[src/rtl/cache_controller.sv]
// Direct-mapped, write-through / no-write-allocate cache controller, 4 words per line.
// Optional statistics counters are enabled by defining CACHE_STATS_EN.
module cache_controller #(
    parameter int INDEX_W = 5
) (
    input  logic               clk,
    input  logic               rst,
    input  logic               cpu_rd,
    input  logic               cpu_wr,
    input  logic [9:0]         cpu_addr,
    input  logic [31:0]        cpu_wdata,
    output logic               cpu_ack,
    output logic               cpu_stall,
    output logic               cache_we,
    output logic [INDEX_W-1:0] cache_index,
    output logic [1:0]         cache_word,
    output logic [31:0]        cache_wdata,
    output logic [9:0]         mem_word_address,
    output logic [31:0]        mem_data_in,
    output logic               write_in_mem,
    output logic               move_to_cache,
    input  logic [31:0]        mem_data
`ifdef CACHE_STATS_EN
    ,
    output logic [15:0]        hit_count,
    output logic [15:0]        miss_count
`endif
);

    // state  | meaning
    // IDLE   | waiting for a request; read hits acknowledged combinationally
    // REFILL | streaming a line from memory, cnt = beat number 0..3
    // LAST   | writing the final word, marking the line valid
    // WRITE  | single-cycle write-through to memory (and cache on hit)

    localparam int TAG_W = 8 - INDEX_W;
    localparam int LINES = 2 ** INDEX_W;

    typedef enum logic [1:0] {IDLE, REFILL, LAST, WRITE} state_t;

    state_t             state;
    state_t             state_nxt;
    logic [1:0]         cnt;
    logic [LINES-1:0]   valid;
    logic [TAG_W-1:0]   tags [LINES];
    logic [TAG_W-1:0]   req_tag;
    logic [INDEX_W-1:0] req_index;

    logic [TAG_W-1:0]   addr_tag;
    logic [INDEX_W-1:0] addr_index;
    logic [1:0]         addr_word;
    logic               hit;

    assign addr_tag   = cpu_addr[9:2+INDEX_W];
    assign addr_index = cpu_addr[1+INDEX_W:2];
    assign addr_word  = cpu_addr[1:0];
    assign hit        = valid[addr_index] && (tags[addr_index] == addr_tag);

    always_ff @(posedge clk or posedge rst) begin
        if (rst) begin
            state <= IDLE;
        end else begin
            state <= state_nxt;
        end
    end

    always_ff @(posedge clk or posedge rst) begin
        if (rst) begin
            cnt       <= 2'd0;
            valid     <= '0;
            req_tag   <= '0;
            req_index <= '0;
        end else begin
            case (state)
                IDLE: begin
                    if (!cpu_wr && cpu_rd && !hit) begin
                        cnt       <= 2'd0;
                        req_tag   <= addr_tag;
                        req_index <= addr_index;
                    end
                end
                REFILL:  cnt <= cnt + 2'd1;
                LAST:    valid[req_index] <= 1'b1;
                default: ;
            endcase
        end
    end

    // Tags need no reset: a line is only trusted once its valid bit is set.
    always_ff @(posedge clk) begin
        if (state == LAST) begin
            tags[req_index] <= req_tag;
        end
    end

    always_comb begin
        state_nxt = state;
        case (state)
            IDLE: begin
                if (cpu_wr) begin
                    state_nxt = WRITE;
                end else if (cpu_rd && !hit) begin
                    state_nxt = REFILL;
                end
            end
            REFILL: begin
                if (cnt == 2'd3) begin
                    state_nxt = LAST;
                end
            end
            LAST:    state_nxt = IDLE;
            WRITE:   state_nxt = IDLE;
            default: state_nxt = IDLE;
        endcase
    end

    // Outputs are forced low while rst is high, even with a request still held.
    always_comb begin
        cpu_ack          = 1'b0;
        cpu_stall        = 1'b0;
        cache_we         = 1'b0;
        cache_index      = '0;
        cache_word       = 2'd0;
        cache_wdata      = 32'd0;
        mem_word_address = 10'd0;
        mem_data_in      = 32'd0;
        write_in_mem     = 1'b0;
        move_to_cache    = 1'b0;
        if (!rst) begin
            case (state)
                IDLE: begin
                    if (cpu_wr) begin
                        cpu_stall = 1'b1;
                    end else if (cpu_rd) begin
                        cpu_ack   = hit;
                        cpu_stall = !hit;
                    end
                end
                REFILL: begin
                    cpu_stall        = 1'b1;
                    move_to_cache    = 1'b1;
                    mem_word_address = {req_tag, req_index, 2'b00};
                    if (cnt != 2'd0) begin
                        cache_we    = 1'b1;
                        cache_index = req_index;
                        cache_word  = 2'(cnt - 2'd1);
                        cache_wdata = mem_data;
                    end
                end
                LAST: begin
                    cpu_stall   = 1'b1;
                    cache_we    = 1'b1;
                    cache_index = req_index;
                    cache_word  = 2'd3;
                    cache_wdata = mem_data;
                end
                WRITE: begin
                    cpu_stall        = 1'b1;
                    cpu_ack          = 1'b1;
                    write_in_mem     = 1'b1;
                    mem_word_address = cpu_addr;
                    mem_data_in      = cpu_wdata;
                    if (hit) begin
                        cache_we    = 1'b1;
                        cache_index = addr_index;
                        cache_word  = addr_word;
                        cache_wdata = cpu_wdata;
                    end
                end
                default: ;
            endcase
        end
    end

`ifdef CACHE_STATS_EN
    logic after_refill;
    logic idle_rd;

    assign idle_rd = (state == IDLE) && cpu_rd && !cpu_wr;

    // The ack that completes a refill is a hit in IDLE but belongs to the miss.
    always_ff @(posedge clk or posedge rst) begin
        if (rst) begin
            after_refill <= 1'b0;
            hit_count    <= 16'd0;
            miss_count   <= 16'd0;
        end else begin
            after_refill <= (state == LAST);
            if (idle_rd && hit && !after_refill && hit_count != 16'hFFFF) begin
                hit_count <= hit_count + 16'd1;
            end
            if (idle_rd && !hit && miss_count != 16'hFFFF) begin
                miss_count <= miss_count + 16'd1;
            end
        end
    end
`endif

endmodule

[config.mk]
export PLATFORM = sky130hd
export DESIGN_NAME = cache_controller
export DESIGN_NICKNAME = d
export VERILOG_FILES = /design/src/rtl/cache_controller.sv
export SDC_FILE = /design/constraint.sdc
export NUM_CORES = 1
export LEC_CHECK = 0
export ABC_AREA = 0
export ABC_CLOCK_PERIOD_IN_PS = 6000
export BUFFER_PORTS_ARGS = -buffer_cell sky130_fd_sc_hd__buf_2
export CAP_MARGIN = 0
export CELL_PAD_IN_SITES_DETAIL_PLACEMENT = 0
export CELL_PAD_IN_SITES_GLOBAL_PLACEMENT = 1
export CORE_MARGIN = 2
export CORE_UTILIZATION = 30
export DETAILED_ROUTE_END_ITERATION = 12
export MAX_ROUTING_LAYER = met4
export PLACE_DENSITY_LB_ADDON = 0.2
export SYNTH_ARGS = -nofsm -noshare
export SYNTH_HDL_FRONTEND = slang
export SYNTH_SLANG_ARGS = --single-unit
[constraint.sdc]
create_clock -name clk -period 6 [get_ports clk]
set_input_delay 0.6 -clock clk [delete_from_list [all_inputs] [get_ports clk]]
set_output_delay 0.6 -clock clk [all_outputs]
set_load 0.05 [all_outputs]
==> impl_metrics.py, run 1 <==
metrics = {
    "outcome": {
        "status": "completed",
    },
    "power": {
        "finalPower_uw": 3620,
        "power.leakage_uw": 0.00368,
        "irDropWorstVdd_v": 0.000177,
        "p_per_area_nw_per_um2": 435,
    },
    "timing": {
        "period_minus_slack_ns": 5.19,
        "fin_skew_ns": 0.00610,
        "relSlewSlack_pct": 21.1,
        "setup_violations": 0,
        "max_freq_mhz": 193,
        "min_period_over_period_pct": 86.5,
        "final-max-slew-violation-count": 0,
        "rsz0062_at_grt": "no",
        "setup_tns_ns": 0,
        "worst_pin_slew_ns": 1.18,
        "hold_viol": 0,
    },
    "clock_tree": {
        "clkLatencyLatePin_ns": 0.41,
        "htreeDepth": 4,
        "cts_root_buf": "clkbuf_16",
        "cts_made_buffers": 17,
        "cts_tree": "done",
        "cts_buffer_depth": 2,
        "post_cts_buffers": 0,
        "cts_sinks": 140,
        "ctsHoldBuffers": 0,
        "cts_resized": 0,
        "clkTransAtPathRegs_ns": 0.06,
    },
    "logic_synthesis": {
        "synth-xor-area-share_pct": 0.394,
        "synth_flop_cell": "edfxtp_1",
        "synth_compound_area_share_pct": 10.3,
        "ys_async_sr_fraction_pct": 31.4,
        "synth_top_family_by_area": "multiplexers",
        "ys_ff_latch": 140,
        "yosys.cell_types.count": 39,
        "synth-edff-count": 96,
        "muxShareOfSynthArea_pct": 13.0,
        "synthSimpleGateAreaFrac_pct": 12.0,
        "avgSynthCellArea_um2": 13.7,
        "yosysSeqAreaShare_pct": 59.8,
        "synth_cells": 485,
        "syn_area_um2": 6670,
        "yosysWarnings": 0,
        "synthAdderAreaFrac_pct": 1.50,
        "synth_fp_nets": 571,
    },
    "layout": {
        "antennaDiodeCount": 0,
        "final_common_cell": "buf_2",
        "finalInstanceArea_um2": 8340,
        "synthToLayoutAreaGrowth_pct": 25.1,
        "final_nets": 729,
        "mostFrequentLayoutCells": "buf_2, edfxtp_1, a22o_1, dfrtp_1, nor2_1",
        "drive_gt1_share_pct": 41.5,
    },
    "global_routing": {
        "grt_max_degree": 67,
        "grt_overflow": 0,
        "grtUsageTotal_pct": 17.4,
        "grt_pass1_vias": 4869,
        "grt_antenna_before_repair": 0,
        "grt_pass1_wl_mm": 29.8,
    },
    "run": {
        "cap_violations": 0,
    },
    "worst_setup_path": {
        "start_kind": "primary input",
        "cpMaxStageDelayCell": "buf_2",
        "required_ns": 5.40,
        "cp-end-kind": "output pin",
        "crit_path_cell_trace": "buf_2 -> buf_4 -> mux4_2 -> a2111oi_2 -> nor3_1 -> xor2_1 -> or4_4 -> nor3_4 -> buf_4 -> a22o_1 -> buf_2",
        "cp_max_fo": 27,
        "slowest_delay_ns": 0.54,
        "critPathKind": "in2out",
        "crit_arrival_ns": 4.59,
    },
    "floorplanning": {
        "fp.dieH_um": 153,
        "dieArea_um2": 23400,
        "core_area_um2": 21800,
        "ioPinCount": 164,
        "die_x_um": 153,
        "start_util_pct": 30.5,
        "rows": 54,
    },
    "placement": {
        "port_buffers": 163,
        "placed_area_um2": 7740,
        "hpwlAfterDp_mm": 14.1,
        "place.gp.congestion": 1.04,
    },
    "drt": {
        "drt_iter0_markers": 318,
        "via_per_inst": 5.09,
        "wl_per_cell_um": 21.1,
        "vias": 4764,
        "drc": 0,
        "ant_nets": 0,
        "firstDrtPassIters": 5,
        "routed_wl_mm": 19.8,
    },
    "hold_path": {
        "hold_class": "reg2reg",
    },
}
final timing paths:
| check | from | to | slack (ns) | depth (start not counted) |
|---|---|---|---|---|
| worst min-delay path | valid[12]$_DFFE_PP0P_ | valid[12]$_DFFE_PP0P_ | 0.47 | 1 |
| max in group asynchronous | rst | valid[21]$_DFFE_PP0P_ | 4.86 | 3 |
| min in group asynchronous | rst | valid[26]$_DFFE_PP0P_ | 0.60 | 3 |
| worst min register to register | valid[12]$_DFFE_PP0P_ | valid[12]$_DFFE_PP0P_ | 0.47 | 1 |
| worst max-delay path | cpu_addr[2] | cache_wdata[26] | 0.81 | 11 |
| worst max register to register | tags[11][2]$_DFFE_PP_ | req_index[1]$_DFFE_PP0P_ | 2.99 | 8 |
area by class of cell:
type / count / area [um^2]
sequential: 140 / 3980
clock buffer: 19 / 433
clock inverter: 13 / 166
fill: 2102 / 13500
inverter: 8 / 30.0
timing repair buffer: 174 / 898
multi-input combinational: 302 / 2480
tap: 280 / 350
report_power, final:
part	total, uW	switching (uW)	internal, uW
clock	1060	404	656
sequential	1520	229	1300
combinational	1040	682	357
critical path: cells and delay by family:
kind | cells | cell delay (ns)
and+or+nand+nor | 3 | 1.16
AOI/OAI and AO/OA | 2 | 0.63
xor gates and xnor gates | 1 | 0.17
muxes | 1 | 0.53
buffers and inverters | 4 | 1.47
routing by layer:
metal	vias up	global-route usage (%)	part of all wire [%]
li1	2173	-	-
met1	2394	21.4	43
met2	180	28.7	50
met3	17	4.14	6.3
met4	0	5.07	1.5
met5	-	-	0
logic make-up after synthesis:
group	Yosys count
buffers and inverters	43
flip-flops	140
AND/OR/NAND/NOR	140
adder cells (fa/ha/maj)	8
multiplexers	64
XOR/XNOR	3
AO/OA/AOI/OAI	87
cell usage after synthesis (7+ instances only):
master,instances,area (um^2)
a21oi_1,14,70.1
a22o_1,45,394
a22oi_1,16,120
and3_1,34,213
buf_2,7,35.0
clkbuf_1,18,67.6
dfrtp_1,44,1100
edfxtp_1,96,2880
ha_1,8,100
inv_1,8,30.0
mux2_2,10,113
mux2i_1,37,370
mux4_2,17,383
nor2_1,39,146
or2_2,33,206
flip-flops by register name, summed over array words and instances (netlist names):
| name | flops |
|---|---|
| tags | 96 |
| valid | 32 |
| req_index | 5 |
| req_tag | 3 |
| cnt | 2 |
| state | 2 |
per-stage QoR:
step	setup slack, ns	cells	util [%]	hold WS (ns)
after floorplan	1.48	485	-	0.434
after global placement	0.864	904	35.5	0.445
after detailed placement	0.763	904	35.5	0.451
after CTS	0.749	936	38.2	0.466
after global routing	0.561	936	38.2	0.471
final	0.812	936	38.2	0.466
Note: power is estimated with default switching activity, not from simulation.
==> run 2, diff against run 1 <==
Settings changed: CORE_ASPECT_RATIO set to 0.6.
==> run 2 against run 1 <==
  * Sequential share of layout area down 0.086 points
  * Critical endpoint is now cache_wdata[30]
  * Via count grew 1.0%
  * Core utilization is 0.089 points lower
  * Flip-flop and latch count unchanged
  * Worst setup slack better by 0.26 ns
  * Clock power hardly changed
  * Cell count is 0.32% higher
  * Critical path type unchanged
  * Combinational power about the same
  * Power rose by 0.68%
  * Register-to-register slack got worse by 0.16 ns
  * Die area is 0.17% higher
==> impl_metrics.py, run 2 (synthesis results as in run 1) <==
metrics = {
    "worst_setup_path": {
        "required_ns": 5.40,
        "r2r_setup_slack_ns": 2.83,
        "path_delay_family": "buffers and inverters",
        "crit_start": "cpu_addr[2]",
        "cpMaxStageDelayCell": "mux4_2",
        "crit_arrival_ns": 4.33,
        "crit_buf_inv": 4,
        "start_kind": "primary input",
        "slowest_delay_ns": 0.56,
        "cp-end-kind": "output pin",
        "critPathKind": "in2out",
        "crit_path_cell_trace": "buf_2 -> buf_4 -> mux4_2 -> a2111oi_2 -> nor3_1 -> xor2_1 -> or4_4 -> nor3_4 -> buf_12 -> a22o_1 -> buf_2",
        "crit_top_cell": "buf_2",
        "cp_max_fo": 34,
        "timing.rr.start": "tags[11][2]$_DFFE_PP_",
    },
    "timing": {
        "fin_ws_ns": 1.07,
        "min_period_over_period_pct": 82.2,
        "relSlewSlack_pct": 19.0,
        "hold_ws_ns": 0.331,
        "fin_skew_ns": 0.00720,
        "setup_tns_ns": 0,
        "rsz0062_at_grt": "no",
        "setup_violations": 0,
        "max_freq_mhz": 203,
        "period_minus_slack_ns": 4.93,
        "worst_pin_slew_ns": 1.22,
        "hold_viol": 0,
        "final-max-slew-violation-count": 0,
    },
    "clock_tree": {
        "clkLatencyLatePin_ns": 0.41,
        "ctsHoldBuffers": 0,
        "htreeDepth": 4,
        "cts_tree": "done",
        "cts_made_buffers": 17,
        "cts_sinks": 140,
        "cts_resized": 0,
        "cts_buffer_depth": 2,
        "cts_root_buf": "clkbuf_16",
        "post_cts_buffers": 0,
        "clkTransAtPathRegs_ns": 0.06,
    },
    "outcome": {
        "status": "completed",
    },
    "floorplanning": {
        "core_area_um2": 21900,
        "start_util_pct": 30.4,
        "die_x_um": 196,
        "dieArea_um2": 23500,
        "fp.dieH_um": 119,
        "rows": 42,
        "ioPinCount": 164,
    },
    "drt": {
        "drc": 0,
        "drt_iter0_markers": 437,
        "wl_per_cell_um": 21.5,
        "via_per_inst": 5.12,
        "vias": 4812,
        "routed_wl_mm": 20.1,
        "ant_nets": 0,
        "firstDrtPassIters": 4,
    },
    "placement": {
        "port_buffers": 163,
        "place_ws_ns": 1.03,
        "place.gp.congestion": 0.812,
        "hpwlAfterDp_mm": 14.5,
        "dpl.cell_count": 907,
        "placed_area_um2": 7740,
    },
    "layout": {
        "final_nets": 726,
        "antennaDiodeCount": 0,
        "top_register": "tags",
        "drive_gt1_share_pct": 41.2,
        "instances_no_fill": 939,
        "synthToLayoutAreaGrowth_pct": 25.3,
        "final_common_cell": "buf_2",
        "mostFrequentLayoutCells": "buf_2, edfxtp_1, a22o_1, dfrtp_1, nor2_1",
        "finalInstanceArea_um2": 8350,
        "regArea_um2": 3980,
        "multi_input_area_um2": 2480,
        "top_regs": "tags: 96 flops, valid: 32 flops, req_index: 5 flops",
        "n_fill_cell": 2086,
        "largest_reg_flops": 96,
    },
    "global_routing": {
        "grt_overflow": 0,
        "grt_max_degree": 51,
        "grt_antenna_before_repair": 0,
        "grt_pass1_vias": 4649,
        "grt_pass1_wl_mm": 30.0,
        "grtUsageTotal_pct": 18.2,
    },
    "hold_path": {
        "hold_class": "in2async",
    },
    "power": {
        "p_per_area_nw_per_um2": 437,
        "irDropWorstVdd_v": 0.000161,
        "power.leakage_uw": 0.00368,
    },
    "run": {
        "cap_violations": 0,
    },
}
==> run 2: changes by cell type in the layout (fill, tap and decap cells not counted), sizes merged <==
cell	previous run	this run
clkinv	5	7
clkbuf	19	21
inv	10	9
bufinv	3	2
clkinvlp	3	1
buf	174	171
==> run 2: report_power, final <==
part           internal (uW)  switching, uW  total (uW)
Sequential              1300            221        1520
Clock                    666            404        1070
Combinational            358            703        1060
==> run 2: metrics by stage <==
stage                     power, uW  utilization [%]
after floorplan                2230                -
after global placement         2580             35.3
after detailed placement       2600             35.3
after CTS                      3670             38.1
after global routing           3820             38.1
final                          3650             38.1
==> run 2: area by class of cell <==
class	instances	area share [%]
Tap cell	286	4.28
Multi-Input combinational cell	302	29.7
Clock buffer	21	5.78
Inverter	8	0.359
Sequential cell	140	47.7
Clock inverter	11	1.60
Timing Repair Buffer	171	10.6
==> run 2: worst paths after layout <==
| kind | end | cells after the start |
|---|---|---|
| min in group clk | valid[27]$_DFFE_PP0P_ | 1 |
| worst max register to register | req_index[1]$_DFFE_PP0P_ | 8 |
| max in group asynchronous | req_index[3]$_DFFE_PP0P_ | 3 |
| worst min-delay path | req_index[4]$_DFFE_PP0P_ | 2 |
| worst min register to register | valid[27]$_DFFE_PP0P_ | 1 |
| worst max-delay path | cache_wdata[30] | 11 |
==> run 2: layer usage <==
layer / global-route usage, % / part of all wire, %
met3: 3.71 / 4.9
met5: - / 0
met1: 28.4 / 51
met2: 23.5 / 43
met4: 4.73 / 1.3
==> run 3, diff against run 2 <==
Settings changed: ABC_CLOCK_PERIOD_IN_PS 6000 to 4100.
Clock period 6 ns to 4.1 ns, I/O delays scaled along.
==> run 3 against run 2 <==
  * Cell count rose by 1.4%
  * Highest routed layer unchanged
  * Combinational power up 59%
  * Final area grew 1.5%
  * Critical path type is now reg2out
  * Critical path depth is 2 lower
  * Largest cell class unchanged
==> impl_metrics.py, run 3 (synthesis results as in run 1) <==
metrics = {
    "outcome": {
        "status": "completed",
    },
    "timing": {
        "setup_tns_ns": 0,
        "fin_ws_ns": 0.179,
        "fin_skew_ns": 0.00538,
        "period_minus_slack_ns": 3.92,
        "setup_violations": 0,
        "hold_ws_ns": 0.285,
        "rsz0062_at_grt": "no",
        "min_period_over_period_pct": 95.6,
        "relSlewSlack_pct": 31.2,
        "max_freq_mhz": 255,
        "worst_pin_slew_ns": 1.03,
        "final-max-slew-violation-count": 0,
        "hold_viol": 0,
    },
    "floorplanning": {
        "rows": 42,
        "die_x_um": 196,
        "ioPinCount": 164,
        "dieArea_um2": 23500,
        "fp.dieH_um": 119,
        "start_util_pct": 30.4,
        "core_area_um2": 21900,
    },
    "global_routing": {
        "grt_antenna_before_repair": 0,
        "grt_pass1_vias": 4729,
        "grt_max_degree": 45,
        "grt_pass1_wl_mm": 29.6,
        "grt_overflow": 0,
        "grtUsageTotal_pct": 17.7,
    },
    "drt": {
        "wl_per_cell_um": 20.6,
        "vias": 4763,
        "drt_iter0_markers": 389,
        "routed_wl_mm": 19.6,
        "ant_nets": 0,
        "via_per_inst": 5.00,
        "drc": 0,
        "firstDrtPassIters": 5,
    },
    "power": {
        "irDropWorstVdd_v": 0.000243,
        "power.leakage_uw": 0.00375,
        "p_per_area_nw_per_um2": 630,
        "finalPower_uw": 5340,
    },
    "layout": {
        "synthToLayoutAreaGrowth_pct": 27.3,
        "largest_reg_flops": 96,
        "final_nets": 739,
        "top_register": "tags",
        "final_common_cell": "buf_2",
        "drive_gt1_share_pct": 42.9,
        "top_regs": "tags: 96 flops, valid: 32 flops, req_index: 5 flops",
        "n_fill_cell": 2084,
        "antennaDiodeCount": 0,
        "mostFrequentLayoutCells": "buf_2, edfxtp_1, a22o_1, dfrtp_1, nor2_1",
    },
    "worst_setup_path": {
        "crit_path_cell_trace": "mux4_2 -> a2111oi_2 -> nor3_1 -> xor2_1 -> or4_4 -> nor3_4 -> buf_6 -> a22o_1 -> buf_2",
        "cp-end-kind": "output pin",
        "crit_arrival_ns": 3.51,
        "start_kind": "flip-flop",
        "cpMaxStageDelayCell": "mux4_2",
        "critPathKind": "reg2out",
        "path_delay_family": "simple AND/OR/NAND/NOR gates",
        "slowest_delay_ns": 0.52,
        "crit_buf_inv": 2,
        "cp_max_fo": 20,
        "required_ns": 3.69,
    },
    "clock_tree": {
        "cts_root_buf": "clkbuf_16",
        "clkTransAtPathRegs_ns": 0.06,
        "cts_sinks": 140,
        "cts_made_buffers": 17,
        "clkLatencyLatePin_ns": 0.41,
        "post_cts_buffers": 0,
        "cts_tree": "done",
        "cts_buffer_depth": 2,
        "ctsHoldBuffers": 0,
        "htreeDepth": 4,
    },
    "placement": {
        "port_buffers": 163,
        "place_ws_ns": 0.0783,
        "hpwlAfterDp_mm": 14.3,
        "place.gp.congestion": 0.792,
    },
    "hold_path": {
        "hold_class": "in2reg",
    },
    "run": {
        "cap_violations": 0,
    },
}
[run 3: cell type report]
class	count	area, um^2	share of cell area, %
Sequential cell	140	3980	47.0
Multi-Input combinational cell	302	2490	29.4
Timing Repair Buffer	184	1020	12.1
Clock buffer	19	443	5.22
Tap cell	286	358	4.22
Clock inverter	13	150	1.77
Inverter	8	30.0	0.354
[run 3: metal layers]
metal	GRT usage [%]	wire length (um)	vias up
met5	-	0	-
met4	3.84	70	0
met3	3.37	932	9
met2	23.9	8600	138
met1	27.2	10000	2415
li1	-	-	2201
[run 3: stage by stage]
stage	utilization, %	area [um^2]	instances
2_1_floorplan	-	6670	485
3_3_place_gp	35.8	7840	920
3_5_place_dp	35.8	7840	920
4_1_cts	38.5	8450	952
5_1_grt	38.7	8480	952
6_report	38.7	8480	952
[run 3: worst paths after layout]
| kind | start | to | slack (ns) | cells after the start |
|---|---|---|---|---|
| max in group asynchronous | rst | valid[16]$_DFFE_PP0P_ | 2.99 | 3 |
| min | cpu_addr[9] | req_tag[2]$_DFFE_PP0P_ | 0.29 | 2 |
| min in group asynchronous | rst | state[0]$_DFFE_PP0P_ | 0.68 | 3 |
| max reg2reg | tags[7][2]$_DFFE_PP_ | req_index[4]$_DFFE_PP0P_ | 0.98 | 8 |
| max | tags[7][2]$_DFFE_PP_ | cache_wdata[30] | 0.18 | 9 |
| min reg2reg | valid[1]$_DFFE_PP0P_ | valid[1]$_DFFE_PP0P_ | 0.46 | 1 |
[run 3: timing repair]
| action | in CTS | in global routing |
|---|---|---|
| gates resized for setup | 4 | 12 |
| endpoints found under the setup margin | 8 | 38 |
| pin swaps | 0 | 1 |
[run 3: where the power goes]
group / switching [uW] / total (uW) / internal (uW)
Clock: 576 / 1540 / 966
Sequential: 218 / 2110 / 1890
Combinational: 1130 / 1690 / 557
